## src/rtl/sdram_ch1_arbiter_if.sv

```systemverilog
`default_nettype none
// ============================================================================
// Module   : sdram_ch1_arbiter_if
// Brief    : Client request/response and SDRAM ch1 command bundle for the arbiter.
// Revision : 1.0 - initial release
// ============================================================================
interface sdram_ch1_arbiter_if #(
    parameter int NREQ   = 3,
    parameter int ADDR_W = 27
);
    logic [NREQ-1:0]        req_ena;
    logic [NREQ-1:0]        req_rnw;
    logic [NREQ*ADDR_W-1:0] req_adr;
    logic [NREQ*4-1:0]      req_be;
    logic [NREQ*32-1:0]     req_wdata;
    logic [NREQ-1:0]        req_done;
    logic [31:0]            req_rdata;
    logic                   sdram_ena;
    logic                   sdram_rnw;
    logic [ADDR_W-1:0]      sdram_Adr;
    logic [3:0]             sdram_be;
    logic [31:0]            sdram_dataWrite;
    logic                   sdram_done;
    logic [31:0]            sdram_dataRead;
    logic                   err_overrun;
    logic                   err_timeout;

    // Clients plus the SDRAM channel model drive this side.
    modport master (
        output req_ena, req_rnw, req_adr, req_be, req_wdata,
        output sdram_done, sdram_dataRead,
        input  req_done, req_rdata,
        input  sdram_ena, sdram_rnw, sdram_Adr, sdram_be, sdram_dataWrite,
        input  err_overrun, err_timeout
    );

    modport slave (
        input  req_ena, req_rnw, req_adr, req_be, req_wdata,
        input  sdram_done, sdram_dataRead,
        output req_done, req_rdata,
        output sdram_ena, sdram_rnw, sdram_Adr, sdram_be, sdram_dataWrite,
        output err_overrun, err_timeout
    );
endinterface
`default_nettype wire

```

## src/rtl/sdram_ch1_arbiter.sv

```systemverilog
`default_nettype none
// ============================================================================
// Module   : sdram_ch1_arbiter
// Brief    : Round-robin arbiter sharing SDRAM ch1 between NREQ latched clients.
// Revision : 1.0 - initial release
// ============================================================================
module sdram_ch1_arbiter #(
    parameter int NREQ    = 3,
    parameter int ADDR_W  = 27,
    parameter int TIMEOUT = 1024
) (
    input  wire logic            clk1x,
    input  wire logic            reset,
    sdram_ch1_arbiter_if.slave   bus
);
    localparam int c_idx_w = (NREQ > 1) ? $clog2(NREQ) : 1;
    localparam int c_cnt_w = $clog2(TIMEOUT);
    localparam logic [c_cnt_w-1:0] c_cnt_max = c_cnt_w'(TIMEOUT - 1);
    localparam logic [c_idx_w-1:0] c_last    = c_idx_w'(NREQ - 1);

    typedef enum logic [0:0] {
        IDLE = 1'b0,
        WAIT = 1'b1
    } state_t;

    state_t               r_state;
    logic [NREQ-1:0]      r_pending;
    logic [c_idx_w-1:0]   r_rr;
    logic [c_idx_w-1:0]   r_gnt;
    logic [c_cnt_w-1:0]   r_cnt;

    logic                 r_slot_rnw   [NREQ];
    logic [ADDR_W-1:0]    r_slot_adr   [NREQ];
    logic [3:0]           r_slot_be    [NREQ];
    logic [31:0]          r_slot_wdata [NREQ];

    logic                 r_sdram_ena;
    logic                 r_sdram_rnw;
    logic [ADDR_W-1:0]    r_sdram_adr;
    logic [3:0]           r_sdram_be;
    logic [31:0]          r_sdram_wdata;
    logic [NREQ-1:0]      r_req_done;
    logic [31:0]          r_req_rdata;
    logic                 r_err_overrun;
    logic                 r_err_timeout;

    logic                 w_found;
    logic [c_idx_w-1:0]   w_sel;
    logic [c_idx_w:0]     w_idx;
    logic                 w_complete;

    // First pending client scanning rr, rr+1, ... wrapping at NREQ.
    always_comb begin
        w_found = 1'b0;
        w_sel   = '0;
        w_idx   = '0;
        for (int k = 0; k < NREQ; k++) begin
            w_idx = {1'b0, r_rr} + (c_idx_w + 1)'(k);
            if (w_idx >= (c_idx_w + 1)'(NREQ)) begin
                w_idx = w_idx - (c_idx_w + 1)'(NREQ);
            end
            if (!w_found && r_pending[w_idx[c_idx_w-1:0]]) begin
                w_found = 1'b1;
                w_sel   = w_idx[c_idx_w-1:0];
            end
        end
    end

    assign w_complete = bus.sdram_done || (r_cnt == c_cnt_max);

    always_ff @(posedge clk1x or posedge reset) begin
        if (reset) begin
            r_state       <= IDLE;
            r_pending     <= '0;
            r_rr          <= '0;
            r_gnt         <= '0;
            r_cnt         <= '0;
            r_sdram_ena   <= 1'b0;
            r_sdram_rnw   <= 1'b0;
            r_sdram_adr   <= '0;
            r_sdram_be    <= '0;
            r_sdram_wdata <= '0;
            r_req_done    <= '0;
            r_req_rdata   <= '0;
            r_err_overrun <= 1'b0;
            r_err_timeout <= 1'b0;
            for (int i = 0; i < NREQ; i++) begin
                r_slot_rnw[i]   <= 1'b0;
                r_slot_adr[i]   <= '0;
                r_slot_be[i]    <= '0;
                r_slot_wdata[i] <= '0;
            end
        end else begin
            r_sdram_ena <= 1'b0;
            r_req_done  <= '0;

            // A completing client still reads as pending here, so a pulse on it is an overrun.
            for (int i = 0; i < NREQ; i++) begin
                if (bus.req_ena[i]) begin
                    if (r_pending[i]) begin
                        r_err_overrun <= 1'b1;
                    end else begin
                        r_pending[i]    <= 1'b1;
                        r_slot_rnw[i]   <= bus.req_rnw[i];
                        r_slot_adr[i]   <= bus.req_adr[i*ADDR_W +: ADDR_W];
                        r_slot_be[i]    <= bus.req_be[i*4 +: 4];
                        r_slot_wdata[i] <= bus.req_wdata[i*32 +: 32];
                    end
                end
            end

            case (r_state)
                IDLE: begin
                    if (w_found) begin
                        r_gnt         <= w_sel;
                        r_sdram_ena   <= 1'b1;
                        r_sdram_rnw   <= r_slot_rnw[w_sel];
                        r_sdram_adr   <= r_slot_adr[w_sel];
                        r_sdram_be    <= r_slot_be[w_sel];
                        r_sdram_wdata <= r_slot_wdata[w_sel];
                        r_cnt         <= '0;
                        r_state       <= WAIT;
                    end
                end
                WAIT: begin
                    if (w_complete) begin
                        r_req_done[r_gnt] <= 1'b1;
                        r_req_rdata       <= bus.sdram_done ? bus.sdram_dataRead : 32'd0;
                        if (!bus.sdram_done) begin
                            r_err_timeout <= 1'b1;
                        end
                        r_pending[r_gnt] <= 1'b0;
                        r_rr             <= (r_gnt == c_last) ? '0 : r_gnt + 1'b1;
                        r_state          <= IDLE;
                    end else begin
                        r_cnt <= r_cnt + 1'b1;
                    end
                end
                default: r_state <= IDLE;
            endcase
        end
    end

    assign bus.sdram_ena       = r_sdram_ena;
    assign bus.sdram_rnw       = r_sdram_rnw;
    assign bus.sdram_Adr       = r_sdram_adr;
    assign bus.sdram_be        = r_sdram_be;
    assign bus.sdram_dataWrite = r_sdram_wdata;
    assign bus.req_done        = r_req_done;
    assign bus.req_rdata       = r_req_rdata;
    assign bus.err_overrun     = r_err_overrun;
    assign bus.err_timeout     = r_err_timeout;

endmodule
`default_nettype wire

```

## src/flat_wrapper.sv

```systemverilog
// flat-port wrapper written by rule: the top's interface ports become plain ports
module sdram_ch1_arbiter_flat 
#(
    parameter int NREQ    = 3,
    parameter int ADDR_W  = 27,
    parameter int TIMEOUT = 1024
)
  (clk1x, reset, bus_req_ena, bus_req_rnw, bus_req_adr, bus_req_be, bus_req_wdata, bus_sdram_done, bus_sdram_dataRead, bus_req_done, bus_req_rdata, bus_sdram_ena, bus_sdram_rnw, bus_sdram_Adr, bus_sdram_be, bus_sdram_dataWrite, bus_err_overrun, bus_err_timeout);
  sdram_ch1_arbiter_if #(.NREQ(NREQ), .ADDR_W(ADDR_W)) bus_i ();
  input  wire logic clk1x;
  input  wire logic reset;
  input wire logic [$bits(bus_i.req_ena)-1:0] bus_req_ena;
  input wire logic [$bits(bus_i.req_rnw)-1:0] bus_req_rnw;
  input wire logic [$bits(bus_i.req_adr)-1:0] bus_req_adr;
  input wire logic [$bits(bus_i.req_be)-1:0] bus_req_be;
  input wire logic [$bits(bus_i.req_wdata)-1:0] bus_req_wdata;
  input wire logic [$bits(bus_i.sdram_done)-1:0] bus_sdram_done;
  input wire logic [$bits(bus_i.sdram_dataRead)-1:0] bus_sdram_dataRead;
  output wire logic [$bits(bus_i.req_done)-1:0] bus_req_done;
  output wire logic [$bits(bus_i.req_rdata)-1:0] bus_req_rdata;
  output wire logic [$bits(bus_i.sdram_ena)-1:0] bus_sdram_ena;
  output wire logic [$bits(bus_i.sdram_rnw)-1:0] bus_sdram_rnw;
  output wire logic [$bits(bus_i.sdram_Adr)-1:0] bus_sdram_Adr;
  output wire logic [$bits(bus_i.sdram_be)-1:0] bus_sdram_be;
  output wire logic [$bits(bus_i.sdram_dataWrite)-1:0] bus_sdram_dataWrite;
  output wire logic [$bits(bus_i.err_overrun)-1:0] bus_err_overrun;
  output wire logic [$bits(bus_i.err_timeout)-1:0] bus_err_timeout;
  assign bus_i.req_ena = bus_req_ena;
  assign bus_i.req_rnw = bus_req_rnw;
  assign bus_i.req_adr = bus_req_adr;
  assign bus_i.req_be = bus_req_be;
  assign bus_i.req_wdata = bus_req_wdata;
  assign bus_i.sdram_done = bus_sdram_done;
  assign bus_i.sdram_dataRead = bus_sdram_dataRead;
  assign bus_req_done = bus_i.req_done;
  assign bus_req_rdata = bus_i.req_rdata;
  assign bus_sdram_ena = bus_i.sdram_ena;
  assign bus_sdram_rnw = bus_i.sdram_rnw;
  assign bus_sdram_Adr = bus_i.sdram_Adr;
  assign bus_sdram_be = bus_i.sdram_be;
  assign bus_sdram_dataWrite = bus_i.sdram_dataWrite;
  assign bus_err_overrun = bus_i.err_overrun;
  assign bus_err_timeout = bus_i.err_timeout;
  sdram_ch1_arbiter #(.NREQ(NREQ), .ADDR_W(ADDR_W), .TIMEOUT(TIMEOUT)) u_core (.clk1x(clk1x), .reset(reset), .bus(bus_i));
endmodule
```

## config.mk

```make
export PLATFORM = sky130hd
export DESIGN_NAME = sdram_ch1_arbiter_flat
export DESIGN_NICKNAME = d
export VERILOG_FILES = /design/src/rtl/sdram_ch1_arbiter_if.sv /design/src/rtl/sdram_ch1_arbiter.sv /design/src/flat_wrapper.sv
export SDC_FILE = /design/constraint.sdc
export NUM_CORES = 1
export LEC_CHECK = 0
export ABC_AREA = 1
export CAP_MARGIN = 10
export CELL_PAD_IN_SITES_DETAIL_PLACEMENT = 0
export CELL_PAD_IN_SITES_GLOBAL_PLACEMENT = 2
export CORE_UTILIZATION = 29
export DETAILED_ROUTE_END_ITERATION = 16
export PLACE_DENSITY_LB_ADDON = 0.1
export SLEW_MARGIN = 20
export SYNTH_ARGS = -nofsm -noshare
export SYNTH_HDL_FRONTEND = slang
export SYNTH_SLANG_ARGS = --single-unit
export TNS_END_PERCENT = 10
```

## constraint.sdc

```tcl
create_clock -name clk1x -period 15.3 [get_ports clk1x]
set_input_delay 3.825 -clock clk1x [delete_from_list [all_inputs] [get_ports clk1x]]
set_output_delay 3.825 -clock clk1x [all_outputs]
set_load 0.02 [all_outputs]
```

==> results.yml, run 1 <==
outcome:
  status: "completed"
sta:
  slew_violations: 0
  worstMarginPinSlew_ps: 1030
  skew_ps: 16.3
  fin_setup_tns_ps: 0
  fin_ws_ps: 9860
  rsz0062_at_grt: "no"
  finalHoldViolCount: 0
  fmax_mhz: 184
  setup_viol: 0
  post-route-period-util_pct: 35.5
  whs_ps: 469
  min_period_ps: 5440
  max_slew_margin_pct: 31.0
setup_path:
  cp_data_arrival_time_ps: 1610
  worstSetupStartpoint: "u_core.bus.sdram_dataWrite[25]$_DFFE_PP0P_"
  max_stage_delay_ps: 640
  worst-path-buf-inv: 1
  cp.depth: 1
  cp_cell_sequence: "clkdlybuf4s50_1"
  cp_max_fo: 2
  path_class: "flip-flop to output port"
  crit_slowest_cell: "clkdlybuf4s50_1"
  reg2reg_depth: 14
  cp-start-kind: "flip-flop"
  critPathTopFamily: "buffers and inverters"
  endpoint_kind: "output port"
  rr_startpoint: "u_core.r_rr[0]$_DFFE_PP0P_"
  cp.required_ps: 11480
drt:
  vias: 11300
  drc: 0
  post_drt_wl_per_cell_um: 17.7
  first_pass_iters: 4
  routed_via_density: 4.46
  first_iter_violations: 564
  drt_wl_total_um: 44800
  ant_nets: 0
clocking:
  cts_max_level: 2
  max-clock-path-buffers: 3
  cts_resized: 0
  cts_root_buf: "clkbuf_16"
  cts_tree: "done"
  clk_pin_slew_ps: 60
  cts.hold.buffers_added: 0
  clkSinkCount: 312
  cts_setup_buffers: 0
  insertion_delay_ps: 550
  cts_buffers: 41
synthesis:
  ys_seq_area_share_pct: 56.0
  synth-xor-area-share_pct: 0.251
  synth_area_mm2: 0.0139
  synth-seq-cells: 312
  synth_top_family_by_area: "simple AND/OR/NAND/NOR gates"
  synth_compound_area_share_pct: 5.49
  synthMuxAreaShare_pct: 5.17
  synth_fp_nets: 1839
  ys.warnings.count: 0
  avgSynthCellArea_um2: 8.69
  yosysUniqueCellTypes: 28
  synthAdderAreaFrac_pct: 0.449
  synth-simple-area-share_pct: 22.8
  syn-instance-count: 1604
die:
  coreArea_mm2: 0.0470
  num_rows: 79
  num_io_pins: 332
  die_h_um: 221
  die_w_um: 221
  die_area_mm2: 0.0490
  initial_utilization_pct: 29.7
grt:
  grt_first_pass_wirelength_um: 69700
  met2_usage_pct: 29.9
  grt_pass1_vias: 11500
  antenna_found_initial: 11
  grt-ovfl-total: 0
  grtUsageTotal_pct: 18.4
  use_met3_pct: 4.21
  busiest_layer: "met2"
  met1_usage_pct: 24.6
  grt_max_degree: 118
finish:
  layout-drive-gt1-share_pct: 8.22
  final_nets: 2131
  nFillCells: 4793
  layout_commonest_cell: "nand2_1"
  final_cells: 2531
  syn_to_final_growth_pct: 35.9
  layout_common_cells: "348 x nand2_1, 331 x clkdlybuf4s50_1, 312 x dfrtp_1"
place:
  preCtsSetupSlack_ps: 9230
  post-dp-hpwl_um: 27500
  io_buffers: 331
  place.gp.congestion: 0.730
  placed_cells: 2460
flow_run:
  drv_cap: 0
power:
  clkPwrFrac_pct: 21.5
  net-switching-power_mw: 1.80
  leakage_nw: 9.22
  power.density_mw_per_mm2: 228
  power_frac_seq_pct: 32.2
  p_comb_share_pct: 46.3
  ir_worst_vdd_mv: 0.210
  sw_frac_of_total_pct: 41.8
  power.internal_mw: 2.52
min_path:
  hp-class: "flip-flop to flip-flop"
  worstHoldStart: "u_core.bus.req_rdata[3]$_DFFE_PP0P_"
  hold_depth: 2
==> final timing paths <==
| path | slack [ps] | end |
|---|---|---|
| max | 9860 | bus_sdram_dataWrite[25] |
| min | 470 | u_core.bus.req_rdata[3]$_DFFE_PP0P_ |
| max reg2reg | 11290 | u_core.bus.sdram_Adr[20]$_DFFE_PP0P_ |
| min reg2reg | 470 | u_core.bus.req_rdata[3]$_DFFE_PP0P_ |
| max in group asynchronous | 9920 | u_core.r_slot_wdata[50]$_DFFE_PP0P_ |
| min in group asynchronous | 3870 | u_core.bus.req_rdata[7]$_DFFE_PP0P_ |
==> state kept, by name, summed over array words and instances (netlist names), 4 cells and up <==
name / flops
u_core.r_cnt: 10
u_core.r_slot_adr: 81
u_core.bus.sdram_Adr: 27
u_core.bus.sdram_be: 4
u_core.r_slot_wdata: 96
u_core.r_slot_be: 12
u_core.bus.req_rdata: 32
u_core.bus.sdram_dataWrite: 32
==> worst reg2reg max path: stages (launching register included) <==
cell	delay, ps
dfrtp_1	400
inv_1	80
ha_1	370
inv_1	190
nand2_1	80
nand3_1	70
nand2_1	90
nand2_2	90
nand2_1	50
nand2_1	90
nand2_4	560
nor2_4	650
buf_4	700
nand3_1	360
nand2_1	150
==> kinds of logic (layout without fill, tap and decap cells) <==
group,count (synthesis),in the layout
xor gates and xnor gates,4,4
other,0,2
and+or+nand+nor,752,752
muxes,64,64
AOI/OAI and AO/OA,150,150
buffers and inverters,317,635
DFF,312,312
adders and majority gates,5,5
==> cell type report <==
| cell class | count | area [µm²] | area share [%] |
|---|---|---|---|
| timing repair buffer | 342 | 3400 | 17.9 |
| sequential | 312 | 7810 | 41.2 |
| antenna | 2 | 5.00 | 0.0264 |
| clock buffer | 63 | 1270 | 6.71 |
| inverter | 224 | 848 | 4.48 |
| multi-input combinational | 975 | 4820 | 25.4 |
| clock inverter | 6 | 33.8 | 0.178 |
| tap | 607 | 759 | 4.01 |
==> power by group through the flow <==
stage	clock [mW]	sequential, mW	combinational, mW
after global routing	0.996	1.44	2.24
after CTS	0.967	1.40	2.05
after global placement	0	1.40	2.02
after detailed placement	0	1.41	2.04
final	0.929	1.39	2.00
after floorplan	0	1.54	1.20
==> cell usage after synthesis <==
cell / number / area share [%]
nand2_1: 353 / 9.5
dfrtp_1: 312 / 56
nand3_1: 245 / 8.8
inv_1: 220 / 5.9
nor2_1: 139 / 3.7
a21oi_1: 132 / 4.7
mux2_2: 64 / 5.2
clkbuf_1: 37 / 1.0
buf_2: 25 / 0.90
buf_4: 14 / 0.75
buf_6: 13 / 1.1
o21ai_0: 9 / 0.32
nand2_2: 7 / 0.31
ha_1: 5 / 0.45
buf_1: 4 / 0.11
inv_2: 4 / 0.11
o22ai_1: 4 / 0.18
xor2_1: 4 / 0.25
nand4_1: 3 / 0.13
nand3_2: 2 / 0.14
a31oi_1: 1 / 0.045
nand2_4: 1 / 0.081
nor2_2: 1 / 0.045
nor3_1: 1 / 0.036
o21ai_1: 1 / 0.036
o21ai_2: 1 / 0.063
o21bai_1: 1 / 0.054
o31ai_1: 1 / 0.054
==> through the flow <==
stage	cell area [µm²]	power (mW)	util, %
2_1_floorplan	13900	2.74	-
3_3_place_gp	17600	3.42	37.5
3_5_place_dp	17600	3.45	37.5
4_1_cts	18900	4.41	40.3
5_1_grt	18900	4.68	40.3
6_report	18900	4.32	40.3
==> layer usage <==
layer  share of wire (%)  up-vias
met2                  47      223
li1                    -     5620
met4                 1.9       18
met5                0.27        -
met3                 4.9       72
met1                  46     5352
Note: power is estimated with default switching activity, not from simulation.
==> run 2: changes to the inputs <==
Settings changed: CORE_UTILIZATION 29 to 27.
Clock period 15.3 ns to 5 ns, I/O delays scaled along.
==> results.yml, run 2 (synthesized netlist as in run 1, its figures left out) <==
min_path:
  hp-class: "flip-flop to flip-flop"
setup_path:
  cp_max_fo: 64
  cp.required_ps: 5430
  path_class: "flip-flop to flip-flop"
  endpoint_kind: "flip-flop"
  cp-start-kind: "flip-flop"
  cp_data_arrival_time_ps: 3280
drt:
  drc: 0
  met2_length_um: 22700
  first_iter_violations: 468
  post_drt_wl_per_cell_um: 17.8
  first_pass_iters: 7
  met3_length_um: 1670
  vias: 11300
  met1_length_um: 21000
  ant_nets: 0
  drt_wl_total_um: 46300
  dr.max_layer_used: "met5"
  routed_via_density: 4.35
clocking:
  clk_pin_slew_ps: 60
  cts_buffers: 39
  cts_max_level: 2
  cts_setup_buffers: 0
  cts_root_buf: "clkbuf_16"
  cts.hold.buffers_added: 0
  clkSinkCount: 312
  max-clock-path-buffers: 3
  cts_resized: 0
  insertion_delay_ps: 550
  cts_tree: "done"
die:
  die_area_mm2: 0.0525
  initial_utilization_pct: 27.6
  die_w_um: 229
  coreArea_mm2: 0.0506
  die_h_um: 229
  num_rows: 82
  num_io_pins: 332
sta:
  fin_setup_tns_ps: 0
  post-route-period-util_pct: 57.1
  fin_ws_ps: 2140
  max_slew_margin_pct: 33.4
  finalHoldViolCount: 0
  slew_violations: 0
  min_period_ps: 2860
  rsz0062_at_grt: "no"
  setup_viol: 0
  skew_ps: 13.6
  worstMarginPinSlew_ps: 999
  fmax_mhz: 350
grt:
  grt_pass1_vias: 11800
  grt_max_degree: 94
  grtUsageTotal_pct: 17.9
  grt_first_pass_wirelength_um: 72200
  antenna_found_initial: 2
  grt-ovfl-total: 0
finish:
  multi_input_area_mm2: 0.00481
  layout-drive-gt1-share_pct: 8.40
  final_nets: 2140
  layout_commonest_cell: "nand2_1"
  nFillCells: 5236
  reg_top3: "u_core.r_slot_wdata x96, u_core.r_slot_adr x81"
  antenna_cells: 0
  syn_to_final_growth_pct: 36.3
  largest_reg_flops: 96
  layout_common_cells: "348 x nand2_1, 331 x clkdlybuf4s50_1, 312 x dfrtp_1"
  final_util_pct: 37.6
  seqCellArea_mm2: 0.00781
  regMostFlops: "u_core.r_slot_wdata"
  final_cells: 2601
power:
  power.density_mw_per_mm2: 690
  leakage_nw: 9.21
  total_power_mw: 13.1
  ir_worst_vdd_mv: 0.603
place:
  io_buffers: 331
  post-dp-hpwl_um: 29800
  preCtsSetupSlack_ps: 1660
  placed_cells: 2536
  place.gp.congestion: 0.750
outcome:
  status: "completed"
flow_run:
  drv_cap: 0
## run 2: per-stage QoR
stage	area, µm²	hold slack (ps)
2_1_floorplan	13900	467
3_3_place_gp	17800	454
3_5_place_dp	17800	458
4_1_cts	19000	471
5_1_grt	19000	489
6_report	19000	468
## run 2: layout make-up
cell class	instances	area share, %
Timing Repair Buffer	353	18.5
Multi-Input combinational cell	975	25.3
Sequential cell	312	41.1
Inverter	224	4.45
Clock buffer	59	6.01
Clock inverter	6	0.178
Tap cell	672	4.43
## run 2: worst paths after layout
kind | startpoint | end | slack [ps] | cells past startpoint
min in group asynchronous | reset | u_core.r_slot_adr[31]$_DFFE_PP0P_ | 1150 | 2
setup / recovery | u_core.r_rr[0]$_DFFE_PP0P_ | u_core.bus.sdram_Adr[20]$_DFFE_PP0P_ | 2140 | 11
max in group asynchronous | reset | u_core.r_slot_wdata[50]$_DFFE_PP0P_ | 2910 | 3
setup reg to reg | u_core.r_rr[0]$_DFFE_PP0P_ | u_core.bus.sdram_Adr[20]$_DFFE_PP0P_ | 2140 | 11
hold reg to reg | u_core.bus.req_rdata[31]$_DFFE_PP0P_ | u_core.bus.req_rdata[31]$_DFFE_PP0P_ | 470 | 2
hold / removal | u_core.bus.req_rdata[31]$_DFFE_PP0P_ | u_core.bus.req_rdata[31]$_DFFE_PP0P_ | 470 | 2
## run 2: worst max-delay path, stage by stage, from the launching register on
cell and delay, ps:
dfrtp_1 390, inv_1 70, ha_1 360, inv_1 190, nand3_1 120, nand2_1 130, inv_2 50, nand4_1 130
buf_4 750, nand3_1 150, nand3_1 220, nand2_1 80
## run 2: power breakdown
group	switching, mW	internal [mW]
logic	3.87	2.28
registers	0.548	3.74
clock network	1.11	1.56
## run 2: layer usage
layer	track usage, %	up-vias
met4	4.85	2
met1	23.6	5412
met3	2.96	49
li1	-	5633
met2	30.3	212
met5	0	-
==> run 3: changes to the inputs <==
Clock period 5 ns to 2.4 ns, I/O delays scaled along.
==> results.yml, run 3 (synthesized netlist as in run 1, its figures left out) <==
setup_path:
  cp.depth: 1
  cp_max_fo: 2
  worst-path-buf-inv: 1
  reg2reg_depth: 13
  critPathTopFamily: "buffers and inverters"
  rr_startpoint: "u_core.r_rr[1]$_DFFE_PP0P_"
  r2r_setup_slack_ps: 220
  worstSetupStartpoint: "u_core.bus.sdram_dataWrite[26]$_DFFE_PP0P_"
  reg2reg_to: "u_core.bus.sdram_Adr[0]$_DFFE_PP0P_"
  cp_cell_sequence: "clkdlybuf4s50_1"
  max_stage_delay_ps: 640
  critPathCapture: "bus_sdram_dataWrite[26]"
  cp.required_ps: 1800
  path_class: "flip-flop to output port"
  crit_slowest_cell: "clkdlybuf4s50_1"
  endpoint_kind: "output port"
  cp-start-kind: "flip-flop"
  cp_data_arrival_time_ps: 1600
drt:
  vias: 11400
  drt_wl_total_um: 47300
  drc: 0
  first_pass_iters: 4
  post_drt_wl_per_cell_um: 18.0
  routed_via_density: 4.35
  first_iter_violations: 524
  ant_nets: 0
finish:
  layout-drive-gt1-share_pct: 9.67
  antenna_cells: 0
  final_cells: 2626
  regMostFlops: "u_core.r_slot_wdata"
  final_nets: 2161
  layout_common_cells: "348 x nand2_1, 331 x clkdlybuf4s50_1, 312 x dfrtp_1"
  layout_commonest_cell: "nand2_1"
  reg_top3: "u_core.r_slot_wdata x96, u_core.r_slot_adr x81"
  syn_to_final_growth_pct: 40.4
  largest_reg_flops: 96
sta:
  skew_ps: 24.5
  slew_violations: 0
  rsz0062_at_grt: "no"
  post-route-period-util_pct: 91.8
  max_slew_margin_pct: 68.2
  fmax_mhz: 454
  fin_setup_tns_ps: 0
  min_period_ps: 2200
  setup_viol: 0
  finalHoldViolCount: 0
  worstMarginPinSlew_ps: 476
grt:
  grt_first_pass_wirelength_um: 73000
  grt_max_degree: 73
  antenna_found_initial: 3
  met1_usage_pct: 24.1
  grt-ovfl-total: 0
  use_met3_pct: 3.54
  busiest_layer: "met2"
  met2_usage_pct: 29.7
  grtUsageTotal_pct: 18.2
  grt_pass1_vias: 12000
place:
  placed_cells: 2553
  place.gp.congestion: 0.801
  io_buffers: 331
  post-dp-hpwl_um: 31100
min_path:
  hp-class: "primary input to async pin"
die:
  die_w_um: 229
  die_h_um: 229
  num_io_pins: 332
  die_area_mm2: 0.0525
  num_rows: 82
  initial_utilization_pct: 27.6
  coreArea_mm2: 0.0506
clocking:
  max-clock-path-buffers: 3
  cts_buffers: 41
  clkSinkCount: 312
  clk_pin_slew_ps: 50
  cts_root_buf: "clkbuf_16"
  cts_max_level: 2
  insertion_delay_ps: 560
  cts_tree: "done"
  cts.hold.buffers_added: 0
power:
  ir_worst_vdd_mv: 0.877
  power.density_mw_per_mm2: 1480
  leakage_nw: 9.47
flow_run:
  drv_cap: 0
outcome:
  status: "completed"
==> run 3: through the flow <==
step	utilization, %	hold slack, ps	total power, mW	cell area (µm²)	worst slack [ps]
floorplan	-	467	17.5	13900	-2350
global placement	35.9	454	22.8	18200	139
detailed placement	35.9	457	22.9	18200	75.0
CTS	38.5	394	29.2	19500	84.2
global route	38.7	430	31.4	19600	1.86
finish	38.7	432	29.0	19600	196
==> run 3: area by class of cell <==
class / instances / area (µm²)
inverter: 224 / 846
multi-input combinational: 975 / 4840
clock inverter: 7 / 63.8
tap: 672 / 841
fill: 5219 / 31000
sequential: 312 / 7810
clock buffer: 64 / 1240
timing repair buffer: 372 / 3930
==> run 3: per-layer routing <==
metal	part of all wire (%)	vias up
li1	-	5674
met1	46	5430
met2	47	239
met3	4.7	71
met4	2.5	6
met5	0.087	-
==> run 3: worst min path at each step <==
stage,startpoint,end,slack (ps),cells past startpoint
after floorplan,u_core.r_cnt[0]$_DFFE_PP0P_,u_core.r_cnt[0]$_DFFE_PP0P_,470,1
after global placement,u_core.bus.req_rdata[31]$_DFFE_PP0P_,u_core.bus.req_rdata[31]$_DFFE_PP0P_,450,2
after detailed placement,u_core.bus.req_rdata[3]$_DFFE_PP0P_,u_core.bus.req_rdata[3]$_DFFE_PP0P_,460,2
after CTS,reset,u_core.bus.sdram_dataWrite[31]$_DFFE_PP0P_,390,2
after global routing,reset,u_core.bus.sdram_dataWrite[31]$_DFFE_PP0P_,430,2
final,reset,u_core.bus.sdram_dataWrite[31]$_DFFE_PP0P_,430,2
==> run 3: where the power goes <==
part / leakage (nW) / total (mW) / switching [mW] / internal (mW)
Sequential: 3.59 / 8.96 / 1.16 / 7.80
Clock: 0.647 / 5.99 / 2.35 / 3.65
Combinational: 5.24 / 14.1 / 8.45 / 5.60
Total: 9.47 / 29.0 / 12.0 / 17.0
==> run 3: worst register-to-register path: cells and delay by family, from the launching register on <==
kind / cells / cell delay (ps)
and+or+nand+nor: 8 / 790
buffers and inverters: 4 / 610
DFF: 1 / 440
adders and majority gates: 1 / 240
==> run 3: what timing repair did <==
item,CTS,global route
gates resized for setup,0,8
buffers inserted,0,0
endpoints found under the setup margin,0,96
